[config.mk]
export PLATFORM = sky130hd
export DESIGN_NAME = ppu_trace_buffer
export DESIGN_NICKNAME = d
export VERILOG_FILES = /design/src/rtl/ppu_trace_buffer_pkg.sv /design/src/rtl/ppu_trace_buffer_mem.sv /design/src/rtl/ppu_trace_buffer.sv
export SDC_FILE = /design/constraint.sdc
export NUM_CORES = 2
export LEC_CHECK = 0
export ABC_AREA = 0
export CORE_MARGIN = 2
export CORE_UTILIZATION = 50
export CTS_BUF_LIST = sky130_fd_sc_hd__clkbuf_4
export DETAILED_ROUTE_END_ITERATION = 8
export PLACE_DENSITY = 0.68
export SLEW_MARGIN = 10
export SYNTH_ARGS = -nofsm -noshare
export SYNTH_HDL_FRONTEND = slang
export SYNTH_HIERARCHICAL = 1
export SYNTH_SLANG_ARGS = --single-unit
[constraint.sdc]
create_clock -name clk -period 13.4 [get_ports clk]
set_clock_uncertainty 0.05 [all_clocks]
set_input_delay 2.01 -clock clk [delete_from_list [all_inputs] [get_ports clk]]
set_output_delay 2.01 -clock clk [all_outputs]
set_load 0.05 [all_outputs]
[src/rtl/ppu_trace_buffer_pkg.sv]
// Shared definitions for the PPU pipeline trace buffer: FSM state encodings
// and a small helper for the trigger post-count clamp.
package ppu_trace_buffer_pkg;

  localparam logic [1:0] ST_IDLE = 2'd0;
  localparam logic [1:0] ST_PRE  = 2'd1;
  localparam logic [1:0] ST_POST = 2'd2;
  localparam logic [1:0] ST_READ = 2'd3;

  // Post-trigger entries can never exceed DEPTH-1, otherwise the trigger
  // entry itself would be overwritten before the window freezes.
  function automatic int unsigned clamp_post(input int unsigned req,
                                             input int unsigned depth);
    return (req > depth - 1) ? depth - 1 : req;
  endfunction

endpackage

[src/rtl/ppu_trace_buffer_mem.sv]
// Trace storage: DEPTH x W flop array, one synchronous write port and one
// combinational read port.
module ppu_trace_buffer_mem #(
  parameter int DEPTH = 16,
  parameter int W     = 104,
  parameter int AW    = $clog2(DEPTH)
) (
  input  logic          clk,
  input  logic          we_i,
  input  logic [AW-1:0] waddr_i,
  input  logic [W-1:0]  wdata_i,
  input  logic [AW-1:0] raddr_i,
  output logic [W-1:0]  rdata_o
);

  logic [W-1:0] mem_q [DEPTH];

  // NOTE: storage has no reset; readout is gated by level so stale words are never observed.
  always_ff @(posedge clk) begin
    if (we_i) mem_q[waddr_i] <= wdata_i;
  end

  assign rdata_o = mem_q[raddr_i];

endmodule

[src/rtl/ppu_trace_buffer.sv]
// Pipeline trace capture: circular pre-trigger history, masked instruction
// trigger, programmable post-trigger tail, then oldest-first valid/ready drain.
module ppu_trace_buffer
  import ppu_trace_buffer_pkg::*;
#(
  parameter int DEPTH  = 16,
  parameter int PC_W   = 32,
  parameter int CTRL_W = 24,
  parameter int CYC_W  = 16,
  parameter int AW     = $clog2(DEPTH),
  parameter int LW     = AW + 1
) (
  input  logic              clk,
  input  logic              reset,
  input  logic              en,
  input  logic [31:0]       inst_in,
  input  logic [PC_W-1:0]   pc_in,
  input  logic [CTRL_W-1:0] ctrl_in,
  input  logic              arm,
  input  logic [31:0]       trig_val,
  input  logic [31:0]       trig_mask,
  input  logic [LW-1:0]     post_cnt,
  output logic              triggered,
  output logic              done,
  output logic [LW-1:0]     level,
  output logic              rd_valid,
  input  logic              rd_ready,
  output logic [31:0]       rd_inst,
  output logic [PC_W-1:0]   rd_pc,
  output logic [CTRL_W-1:0] rd_ctrl,
  output logic [CYC_W-1:0]  rd_cyc
);

  localparam int EW = CYC_W + PC_W + 32 + CTRL_W;

  logic [1:0]       state_q, state_d;
  logic [AW-1:0]    wr_ptr_q, wr_ptr_d;
  logic [AW-1:0]    rd_ptr_q, rd_ptr_d;
  logic [LW-1:0]    level_q, level_d;
  logic [AW-1:0]    post_q, post_d;
  logic [CYC_W-1:0] cyc_q, cyc_d;
  logic             triggered_q, triggered_d;
  logic             done_q, done_d;

  logic             we;
  logic             freeze;
  logic             hit;
  logic [AW-1:0]    post_clamped;
  logic [EW-1:0]    wdata, rdata;

  assign hit          = ((inst_in ^ trig_val) & trig_mask) == 32'd0;
  assign post_clamped = AW'(clamp_post(int'(post_cnt), DEPTH));
  assign wdata        = {cyc_q, pc_in, inst_in, ctrl_in};

  // NOTE: every always_comb output gets a default first so no latch is inferred.
  always_comb begin
    state_d     = state_q;
    wr_ptr_d    = wr_ptr_q;
    rd_ptr_d    = rd_ptr_q;
    level_d     = level_q;
    post_d      = post_q;
    cyc_d       = cyc_q;
    triggered_d = triggered_q;
    done_d      = done_q;
    we          = 1'b0;
    freeze      = 1'b0;

    if (arm) begin
      state_d     = ST_PRE;
      wr_ptr_d    = '0;
      rd_ptr_d    = '0;
      level_d     = '0;
      post_d      = '0;
      cyc_d       = '0;
      triggered_d = 1'b0;
      done_d      = 1'b0;
    end else begin
      case (state_q)
        ST_PRE, ST_POST: begin
          // Stamp counts clocks, not captures, so stalls show up as gaps.
          cyc_d = cyc_q + CYC_W'(1);
          if (en) begin
            we       = 1'b1;
            wr_ptr_d = wr_ptr_q + AW'(1);
            if (level_q != LW'(DEPTH)) level_d = level_q + LW'(1);
            if (state_q == ST_PRE) begin
              if (hit) begin
                triggered_d = 1'b1;
                post_d      = post_clamped;
                if (post_clamped == '0) freeze = 1'b1;
                else                    state_d = ST_POST;
              end
            end else begin
              post_d = post_q - AW'(1);
              if (post_q == AW'(1)) freeze = 1'b1;
            end
          end
          if (freeze) begin
            state_d  = ST_READ;
            done_d   = 1'b1;
            // Oldest entry; a full window (level=DEPTH) wraps to wr_ptr itself.
            rd_ptr_d = wr_ptr_d - level_d[AW-1:0];
          end
        end
        ST_READ: begin
          if (rd_ready) begin
            rd_ptr_d = rd_ptr_q + AW'(1);
            level_d  = level_q - LW'(1);
            if (level_q == LW'(1)) state_d = ST_IDLE;
          end
        end
        default: ;
      endcase
    end
  end

  // NOTE: sequential state uses non-blocking assignments only.
  always_ff @(posedge clk or negedge reset) begin
    if (!reset) begin
      state_q     <= ST_IDLE;
      wr_ptr_q    <= '0;
      rd_ptr_q    <= '0;
      level_q     <= '0;
      post_q      <= '0;
      cyc_q       <= '0;
      triggered_q <= 1'b0;
      done_q      <= 1'b0;
    end else begin
      state_q     <= state_d;
      wr_ptr_q    <= wr_ptr_d;
      rd_ptr_q    <= rd_ptr_d;
      level_q     <= level_d;
      post_q      <= post_d;
      cyc_q       <= cyc_d;
      triggered_q <= triggered_d;
      done_q      <= done_d;
    end
  end

  ppu_trace_buffer_mem #(.DEPTH(DEPTH), .W(EW)) u_mem (
    .clk     (clk),
    .we_i    (we),
    .waddr_i (wr_ptr_q),
    .wdata_i (wdata),
    .raddr_i (rd_ptr_q),
    .rdata_o (rdata)
  );

  assign triggered = triggered_q;
  assign done      = done_q;
  assign level     = level_q;
  assign rd_valid  = (state_q == ST_READ);
  assign {rd_cyc, rd_pc, rd_inst, rd_ctrl} = rdata;

endmodule

==> summary.md <==
| Metric | Value |
|---|---|
| Outcome | finished clean |
| Startpoint Class | flop |
| Worst Path Buf+Inv | 3 |
| Crit path required time | approximately 11000 ps |
| TritonCTS clock tree | built |
| H-tree levels | 5 |
| Initial antenna violation count | 13 |
| Max cap viols | 0 |
| Critical path, cell by cell | buf_4, buf_4, mux4_2, a22oi_1, nand2_1, clkdlybuf4s50_1 |
| Final Slew Violations | 0 |
| Syn_nets | around 3100 |
| Slowest stage cell, crit path | buf_4 |
| # placed instances | approximately 4800 |
| Number of synthesized register bits | ~1700 |
| Post-route DRC | 0 |
| Top area cells in the synthesized netlist | edfxtp_1, mux4_2, a22oi_1 |
| Maximum buffer depth of the clock tree | 4 |
| Flop pwr share | 0.426 |
| Number of flops mapped to enable cells by yosys | 1664 |
| Critical Path End Type | primary output |
| Area growth syn-to-layout | 15.1% |
| Leak pwr | ~24 nW |
| Root Driver | clkbuf_4 |
| Final instance area | approximately 75000 um2 |
| Synth top area share | 0.768 |
| CTS Hold Bufs | 0 |
| Pre-CTS setup slack | about 6700 ps |
| Cell taking the most area after synthesis | edfxtp_1 |
| Number of clock sinks | 1701 |
| Cell Area, Synth | ~65000 um2 |
| Critical R2R Capture | u_mem/mem_q[6][73] |
| Setup-failing EPs final | 0 |
| First-pass GRT wire length | 224 mm |
| Reg-to-Reg Start | state_q[0] |
| R2R cell count | 7 |
| Number of CTS-inserted buffers | 430 |
| Starting density of the core | 0.503 |
| Largest net degree at the start of global routing | 162 |
| Final Hold Viols | 0 |
| Post-synthesis sequential area ratio | 0.782 |
| Min Tclk post-route | 7840 ps |
| Unique cell type count in the Yosys netlist | slightly above 60 |
| Fmax | 128 MHz |
| Power share of the combinational group | 0.290 |
| Ports | roughly 270 |
| DRT Pass-1 Iters | 5 |
| Top_reg_cell synth | edfxtp_1 |
| Crit-path most repeated cell | buf_4 |
| Critical Path AT | 5780 ps |
| FP Rows | around 130 |
| CP Launch Point | rd_ptr_q[0] |
| Via Count | ~33000 |
| Clk_lat worst skew | about 1300 ps |
| NumNets Final | roughly 3700 |
| Slew at the pin closest to its max-slew limit | approximately 1200 ps |
| Critical path peak fanout | between 50 and 60 |
| Worst hold start | state_q[1] |
| Switching pwr | between 4 and 5 mW |
| Vert. Die Dim | 365 um |
| Vias per inst | between 5 and 6 |
| Net Sw Frac | 0.321 |
| WS Path Type | reg2out |
| Resized Gates After CTS | 0 |
| Fraction of registers with async set/reset | 0.0218 |
| Crit path setup slack, layout | 5560 ps |
| Worst min path class | reg2reg |
| Drt first-iter violations | between 3000 and 4000 |
| Mapped Cells | around 2900 |
| Max IR drop VDD | 0.156 mV |
| Antenna-violating nets left | 0 |
| CORE AREA | roughly 130000 um2 |
| Layout cells sized above 1 | 0.308 |
| Reg2reg setup slack | about 8600 ps |
| Crit share post-route | 0.585 |
| Vias in the first global route | around 35000 |
| IO Port Bufs | 273 |
| Total GRT Usage | 0.233 |
| Postcts setup bufs | 0 |
| Internal | between 9 and 10 mW |
| Worst setup path endpoint | rd_pc[12] |
| DRT Wirelength | around 150 mm |
| RSZ-0062 raised after global routing | no |
| CP max stage delay | 940 ps |
| Synth warn | 6 |
| DP HPWL | between 70 and 80 mm |
| Fin cells | 5528 |
| Pwr per Cell Area | 191 nW/um2 |
| Clock transition at the registers of the reported paths | 70 ps |
| Placed Area | approximately 70000 um2 |
| Cell count along the critical path | 6 |
| GP Congestion | approximately 0.82 |
| Final setup TNS | 0 ps |
| Routed len/inst | between 20 and 30 um |
| Total grt overflow | 0 |
| Clock share of power | 0.285 |
| Filler cells | 9383 |
| Slew headroom | 0.198 |
| Die area | between 100000 and 150000 um2 |
| Layout Utilization | 0.579 |
| Die width | ~360 um |
| Syn_area_per_cell | between 20 and 25 um2 |
| CP top delay family | buffers and inverters |
## flip-flops by register name, summed over array words and instances (netlist names)
signal	count
rd_ptr_q	4
cyc_q	16
u_mem/mem_q	1664
triggered	1
done	1
level	5
state_q	2
wr_ptr_q	4
post_q	4
## layout by cell type, fill, tap and decap left out, types with 5 or more instances in the layout
cell type and instances:
mux4_2 416, inv_2 5, nor2_1 38, inv_1 14
xor2_1 43, o21ai_0 7, and3_1 5, a22oi_1 220
dfrtp_1 35, clkinv_2 13, mux2i_1 5, clkdlybuf4s50_1 271
ha_1 14, edfxtp_1 1664, clkinv_1 82, a31oi_1 5
nor3_1 9, nand2_1 118, buf_4 56, nand3_1 17
a21oi_1 13, clkbuf_4 617, nor2_4 13, diode_2 12
xnor2_1 13
## worst min-delay path by stage
stage | depth (start not counted) | endpoint | slack, ps
floorplan | 1 | state_q[1] | 430
global placement | 1 | state_q[1] | 440
detailed placement | 2 | triggered | 450
CTS | 1 | state_q[1] | 470
global route | 1 | state_q[1] | 500
finish | 1 | state_q[1] | 480
## synth_stat cells, drive strengths merged, types with 2 or more instances
library cell,n
mux2i,5
nand2,119
or2,2
nand4,6
nand3,17
nand2b,4
a21oi,16
xor2,43
o21ai,8
a211oi,2
ha,14
dfrtp,37
and2,4
clkbuf,77
edfxtp,1664
mux4,416
mux2,6
nand3b,2
a31oi,5
nor3b,2
nor2,52
o31ai,3
a22oi,224
nor2b,6
a311oi,2
xnor2,13
inv,15
and3,5
buf,76
o41ai,2
a31o,2
a21o,2
nor3,13
## kinds of logic after synthesis
kind of cell | after synthesis | synth area share
compound gates | 273 | 0.0317
xor+xnor | 57 | 0.00788
fa+ha+maj | 15 | 0.00300
buf+inv | 168 | 0.0135
flops | 1701 | 0.782
mux | 427 | 0.146
simple gates | 236 | 0.0161
## metal layers
metal,up-vias,GRT usage,part of all wire
met5,-,0,0.00041
met4,10,0.0698,0.017
met3,231,0.0536,0.084
met2,1563,0.378,0.50
met1,17300,0.317,0.40
li1,13700,-,-
## stage by stage
| step | power, mW | hold slack [ps] |
|---|---|---|
| finish | 14.3 | 475 |
| global route | 14.9 | 499 |
| CTS | 14.4 | 474 |
| detailed placement | 10.4 | 447 |
| global placement | 10.3 | 444 |
| floorplan | 9.07 | 435 |
## final cells by class
type	instances	area (um2)	area share
Antenna cell	12	30.0	0.000401
Clock buffer	617	4630	0.0619
Clock inverter	100	418	0.00558
Inverter	15	56.3	0.000752
Multi-Input combinational cell	1008	13400	0.180
Sequential cell	1701	50900	0.680
Tap cell	1742	2180	0.0291
Timing Repair Buffer	333	3220	0.0430
## power by group through the flow
stage	Clock, mW	Sequential (mW)	Combinational [mW]
floorplan	0	6.16	2.92
global placement	0	6.18	4.13
detailed placement	0	6.19	4.18
CTS	4.18	6.08	4.19
global route	4.46	6.09	4.36
finish	4.06	6.07	4.13
(Power assumes the default switching activity.)
